[src/rtl/clk_div_pkg.sv]
// rtl/clk_div_pkg.sv - shared types and defaults for the divided-clock monitor
package clk_div_pkg;

  typedef enum logic [1:0] {
    IDLE   = 2'd0,
    ARMED  = 2'd1,
    MEAS   = 2'd2,
    LOCKED = 2'd3
  } state_t;

  localparam int DEF_CNT_W       = 26;
  localparam int DEF_SYNC_STAGES = 2;

endpackage

[src/rtl/sync_edge.sv]
// rtl/sync_edge.sv - multi-flop synchronizer with history flop and edge strobes
module sync_edge
  import clk_div_pkg::*;
#(
  parameter int SYNC_STAGES = DEF_SYNC_STAGES
) (
  input  logic clk,
  input  logic rst,
  input  logic d,
  output logic level,
  output logic rise,
  output logic fall
);

  logic [SYNC_STAGES-1:0] sync_q;
  logic                   hist;

  always_ff @(posedge clk or negedge rst) begin
    if (!rst) begin
      sync_q <= '0;
      hist   <= 1'b0;
    end else begin
      sync_q <= {sync_q[SYNC_STAGES-2:0], d};
      hist   <= sync_q[SYNC_STAGES-1];
    end
  end

  // Resetting to 0 means a line already high at release still yields one rise.
  assign level = sync_q[SYNC_STAGES-1];
  assign rise  = level & ~hist;
  assign fall  = ~level & hist;

endmodule

[src/rtl/clk_div_monitor.sv]
// rtl/clk_div_monitor.sv - edge ticks, period measurement, lock and timeout for a divided clock
module clk_div_monitor
  import clk_div_pkg::*;
#(
  parameter int               SYNC_STAGES = DEF_SYNC_STAGES,
  parameter int               CNT_W       = DEF_CNT_W,
  parameter logic [CNT_W-1:0] TIMEOUT     = '1
) (
  input  logic             clk,
  input  logic             rst,
  input  logic             div_in,
  output logic             tick_rise,
  output logic             tick_fall,
  output logic [CNT_W-1:0] period,
  output logic             period_valid,
  output logic             locked,
  output logic             timeout
);

  localparam logic [CNT_W-1:0] CNT_MAX = '1;
  localparam logic [CNT_W-1:0] CNT_ONE = CNT_W'(1);

  logic             rise;
  logic             fall;
  logic             div_level_unused;
  logic [CNT_W-1:0] cnt;
  state_t           state;

  sync_edge #(
    .SYNC_STAGES(SYNC_STAGES)
  ) u_sync_edge (
    .clk  (clk),
    .rst  (rst),
    .d    (div_in),
    .level(div_level_unused),
    .rise (rise),
    .fall (fall)
  );

  // Loading 1 on a rise makes cnt equal the rise-to-rise distance at the next rise.
  always_ff @(posedge clk or negedge rst) begin
    if (!rst) begin
      cnt <= '0;
    end else if (rise) begin
      cnt <= CNT_ONE;
    end else if (cnt != CNT_MAX) begin
      cnt <= cnt + CNT_ONE;
    end
  end

  always_ff @(posedge clk or negedge rst) begin
    if (!rst) begin
      state        <= IDLE;
      tick_rise    <= 1'b0;
      tick_fall    <= 1'b0;
      period       <= '0;
      period_valid <= 1'b0;
      locked       <= 1'b0;
      timeout      <= 1'b0;
    end else begin
      tick_rise    <= rise;
      tick_fall    <= fall;
      period_valid <= 1'b0;
      if (rise) begin
        // A rise on the threshold cycle takes precedence over the timeout.
        timeout <= 1'b0;
        case (state)
          IDLE: begin
            state  <= ARMED;
            locked <= 1'b0;
          end
          ARMED: begin
            state        <= MEAS;
            period       <= cnt;
            period_valid <= 1'b1;
            locked       <= 1'b0;
          end
          MEAS, LOCKED: begin
            period       <= cnt;
            period_valid <= 1'b1;
            if (cnt == period) begin
              state  <= LOCKED;
              locked <= 1'b1;
            end else begin
              state  <= MEAS;
              locked <= 1'b0;
            end
          end
          default: begin
            state  <= IDLE;
            locked <= 1'b0;
          end
        endcase
      end else if (state != IDLE && cnt == TIMEOUT) begin
        state   <= IDLE;
        locked  <= 1'b0;
        timeout <= 1'b1;
      end
    end
  end

endmodule

[config.mk]
export PLATFORM = sky130hd
export DESIGN_NAME = clk_div_monitor
export DESIGN_NICKNAME = d
export VERILOG_FILES = /design/src/rtl/clk_div_pkg.sv /design/src/rtl/sync_edge.sv /design/src/rtl/clk_div_monitor.sv
export SDC_FILE = /design/constraint.sdc
export NUM_CORES = 1
export LEC_CHECK = 0
export BUFFER_PORTS_ARGS = -buffer_cell sky130_fd_sc_hd__buf_2
export CAP_MARGIN = 20
export CORE_ASPECT_RATIO = 2
export CORE_UTILIZATION = 35
export CTS_BUF_LIST = sky130_fd_sc_hd__clkbuf_4
export CTS_CLUSTER_DIAMETER = 120
export DETAILED_ROUTE_END_ITERATION = 8
export PLACE_DENSITY = 0.54
export RECOVER_POWER = 25
export REMOVE_ABC_BUFFERS = 1
export SETUP_SLACK_MARGIN = 0.1
export SKIP_LAST_GASP = 1
export SLEW_MARGIN = 40
export SYNTH_ARGS = -nofsm -noshare
export SYNTH_HDL_FRONTEND = slang
export SYNTH_SLANG_ARGS = --single-unit
export TNS_END_PERCENT = 10
[constraint.sdc]
create_clock -name clk -period 1.9 [get_ports clk]
set_input_delay 0.38 -clock clk [delete_from_list [all_inputs] [get_ports clk]]
set_output_delay 0.38 -clock clk [all_outputs]
set_load 0.005 [all_outputs]
# Yosys cells after proc, flatten, opt, wreduce, memory -nomap -nowiden

Cells that the tools add are included.

Bits in registers: 62
Input bits: 3
Output and inout bits: 31
Word-level logic and storage cells: 44

Add/subtract/negate cells: 1
Equal/unequal tests: 6
Mux-type cells: 14
Bitwise logic cells: 4
Reduce and logical (&&, ||, !) cells: 9

Operators by type and width:

| operator                | number |
|---|---|
| $mux W26                | 2 |
| $add A26 B1 Y26 const B | 1 |
| $eq A26 B26 Y1          | 1 |
| $eq A26 B26 Y1 const B  | 1 |
| $ne A26 B26 Y1 const B  | 1 |
| $mux W1                 | 8 |
| $pmux W2 S3             | 1 |
| $reduce_bool A2 Y1      | 3 |
| $eq A2 B2 Y1 const B    | 2 |
| $mux W2                 | 2 |
| $reduce_or A2 Y1        | 2 |
| $reduce_or A3 Y1        | 1 |
| $and A1 B1 Y1           | 2 |
| $eq A2 B1 Y1 const B    | 1 |
| $logic_not A2 Y1        | 1 |
| $not A1 Y1              | 2 |
| $pmux W1 S2             | 1 |
| $reduce_and A2 Y1       | 1 |
| $logic_and A1 B1 Y1     | 1 |

# Logic depth before layout (Yosys ltp)

Word-level depth: 4
Gate-level depth with buffers: 7

# Modules after synthesis

From an unflattened synthesis, not the netlist that was laid out.

Cells, all modules: 272
Area, all modules: 3050.4 µm²

By module, submodules not included:

| module          | instances | cells an instance | area each (µm²) |
|---|---|---|---|
| clk_div_monitor | 1         | 267               | 2960.3 |
| sync_edge       | 1         | 5                 | 90.1 |

# Worst setup path after synthesis

OpenSTA, ideal clock, no wires.

Path kind: reg-to-reg
Start point: register cnt[0]
End point: register cnt[22]
Setup time: 132 ps
Arrival time: 1911 ps
Data required time: 1768 ps
Slack: -143 ps
Cell stages (with the launch flop): 8
Buffers on the path: 1
Clock period less this slack: 2043 ps
Cells stage by stage: dfrtp_1 ha_1 nand4_1 or3_1 clkbuf_1 nor4_1 xnor2_1 nor2_1

Word-level cells in the longest chain between the ends: 3

RTL lines:

| what                   | RTL line              | text |
|---|---|---|
| start, declared        | clk_div_monitor.sv:26 | `logic [CNT_W-1:0] cnt;` |
| start signal, assigned | clk_div_monitor.sv:47 | `cnt <= cnt + CNT_ONE;` |
| $add A26 B1 Y26        | clk_div_monitor.sv:47 |  |
| $mux W26               | clk_div_monitor.sv:46 | `end else if (cnt != CNT_MAX) begin` |
| $mux W26               | clk_div_monitor.sv:44 | `end else if (rise) begin` |

Parallel ways exist; a longest one is shown, timed or not. The select of a mux whose other input is x is not followed.
A chain may end at the register's enable or synchronous reset.

# Worst setup path in the final report

Start point: register cnt[6]
End point: register cnt[23]

The elaborated chain is that of the path after synthesis.

==> results.yml <==
synth:
  yosysWarningCount: 0
  syn_inst: 272
  synth_edf_count: 0
  yosysSeqAreaShare_pct: 51.3
  syn_avg_cell_area_um2: 11.1
  synthFlopType: "dfrtp_1"
  synth_async_sr_flop_share_pct: 100
  yosysUniqueCellTypes: 36
  synth_area_um2: 3020
  ys_ff_latch: 62
worst_hold_path:
  min_to: "u_sync_edge.sync_q[0]$_DFF_PN0_"
  holdPathStages: 1
  hp-class: "input port to register"
  min_from: "div_in"
floorplan:
  die-area_um2: 9040
  coreArea_um2: 8350
  initial_utilization_pct: 36.2
  rows: 47
  num_io_pins: 34
  die_w_um: 67.7
  die_h_um: 133
power_and_ir_drop:
  power_mw: 3.01
  vdd_ir_drop_max_uv: 395
  p_per_area_nw_per_um2: 786
  p_leak_nw: 1.78
worst_setup_path:
  cp_top_family: "simple AND/OR/NAND/NOR gates"
  ff2ff_setup_slack_ps: 60
  worstReg2RegEnd: "cnt[23]$_DFFE_PN0P_"
  max_stage_delay_ps: 620
  endpoint_kind: "register"
  crit_arrival_ps: 2140
  r2r_start: "cnt[6]$_DFFE_PN0P_"
  critPathMaxFanout: 6
  crit_slowest_cell: "or4_4"
  worstPathCellList: "nand4_4 -> or4_4 -> a2111oi_4 -> xnor2_1 -> nor2_1"
  critPathRequiredTime_ps: 2200
  startpoint_type: "register"
  r2r_cells: 5
  worstSetupPathType: "register to register"
  path_buf_inv: 0
routing:
  drc: 0
  totalWireLength_mm: 7.52
  drt_first_iter_violations: 141
  firstDrtPassIters: 4
  vias: 2308
  routedWlPerCell_um: 16.9
  via_per_inst: 5.17
  ant_nets: 0
cts:
  cts_buffer_depth: 2
  cts_made_buffers: 9
  htreeDepth: 3
  path_clk_slew_ps: 100
  root_buffer: "clkbuf_4"
  clock_sinks: 62
  clk_latency_ps: 420
  cts_tree: "yes"
cells_and_area:
  nFillCells: 851
  drive_gt1_share_pct: 38.3
  fin_util_pct: 45.9
  multi_input_comb_area_um2: 1480
  nets: 346
  regArea_um2: 1550
  area_growth_syn_to_layout_pct: 26.9
sta:
  setup_violations: 0
  fmax_ghz: 0.543
  hold_viol_final: 0
  post-route-period-util_pct: 96.9
  drv_slew: 0
  rsz0062_at_grt: "yes"
  finalSetupTns_ps: 0
  slew_headroom_pct: 41.1
  worstMarginPinSlew_ps: 883
  fin_crit_ps: 1840
  fin_skew_ps: 10.4
  whs_ps: 56.6
  fin_ws_ps: 59.7
status:
  status: "finished clean"
placed_design:
  pre_cts_slack_ps: -118
  gp_congestion: 0.778
  port_buffers: 33
  dp_hpwl_mm: 5.31
global_routing:
  antenna_found_initial: 1
  grt_pass1_wl_mm: 12.2
  grt_use_total_pct: 18.8
  grt_max_degree: 63
  grt_overflow: 0
  grt_pass1_vias: 2420
run:
  cap_violations: 0
[metal layers]
metal	global-route usage, %	wire length, um
met1	20.4	2770
met2	32.0	4250
met3	3.08	187
met4	12.5	320
met5	0	0
[registers in the layout, indices dropped and copies added (netlist names)]
register / cells
cnt: 26
locked: 1
period: 26
period_valid: 1
state: 2
tick_fall: 1
tick_rise: 1
timeout: 1
u_sync_edge.hist: 1
u_sync_edge.sync_q: 2
[cell usage in the layout, fill, tap and decap left out, types with 22 or more instances in the layout]
master / netlist / layout
buf_4: 0 / 40
xnor2_1: 35 / 35
dfrtp_1: 62 / 62
nor2_1: 23 / 22
buf_2: 9 / 34
mux2_2: 26 / 26
[synth_stat cells (all sizes together) (4+ instances only)]
cell type  count  share of area [%]
nor4           8                2.2
dfrtp         62                 51
o21ai          8                1.3
nor3           9                1.5
a211oi         5                1.2
mux2          26                9.7
clkbuf        10                1.3
nand4         12                3.0
nor2          23                2.9
xor2          11                3.2
xnor2         35                 10
buf            9                1.5
a21oi          6               0.99
a31oi          4               0.83
nand3         12                2.0
nand2         12                1.5
[where the power goes]
| group | switching (mW) | leakage, nW | total (mW) | internal, mW |
|---|---|---|---|---|
| registers | 0.0748 | 0.837 | 1.49 | 1.42 |
| logic | 0.264 | 0.859 | 0.509 | 0.246 |
| clock network | 0.479 | 0.0829 | 1.01 | 0.534 |
[worst max-delay path by stage]
stage	from	endpoint	cells past startpoint
5_1_grt	cnt[14]$_DFFE_PN0P_	cnt[6]$_DFFE_PN0P_	7
6_report	cnt[6]$_DFFE_PN0P_	cnt[23]$_DFFE_PN0P_	5
3_5_place_dp	cnt[0]$_DFFE_PN0P_	cnt[22]$_DFFE_PN0P_	7
3_3_place_gp	cnt[0]$_DFFE_PN0P_	cnt[22]$_DFFE_PN0P_	7
4_1_cts	cnt[25]$_DFFE_PN0P_	cnt[10]$_DFFE_PN0P_	5
2_1_floorplan	cnt[0]$_DFFE_PN0P_	state[0]$_DFFE_PN0P_	6
[cells by family (layout without fill, tap and decap cells)]
logic type	after synthesis	after routing	synth area share, %
AO/OA/AOI/OAI	28	28	6.33
XOR/XNOR	46	46	13.3
adder cells (fa/ha/maj)	1	1	0.414
buffers and inverters	21	96	3.02
flip-flops	62	62	51.3
multiplexers	26	26	9.69
other	0	1	0
AND/OR/NAND/NOR	88	88	15.9
[stage by stage]
step	area [um^2]	cells
2_1_floorplan	2940	253
3_3_place_gp	3570	426
5_1_grt	3830	446
6_report	3830	446
4_1_cts	3820	445
3_5_place_dp	3570	426
[area by class of cell]
class / count / area share (%)
sequential: 62 / 40.5
multi-input combinational: 189 / 38.5
timing repair buffer: 78 / 13.6
tap: 98 / 3.20
clock inverter: 6 / 1.99
clock buffer: 10 / 1.96
inverter: 2 / 0.196
antenna: 1 / 0.0653
[repair_timing]
item / 4_1_cts / 5_1_grt
buffers inserted: 1 / 0
hold endpoints to repair: 62 / 0
pin swaps: 6 / 2
resized for setup: 15 / 6
endpoints found under the setup margin: 20 / 30
hold buffers: 1 / 0
gates cloned: 1 / 0
(Power assumes the default switching activity.)
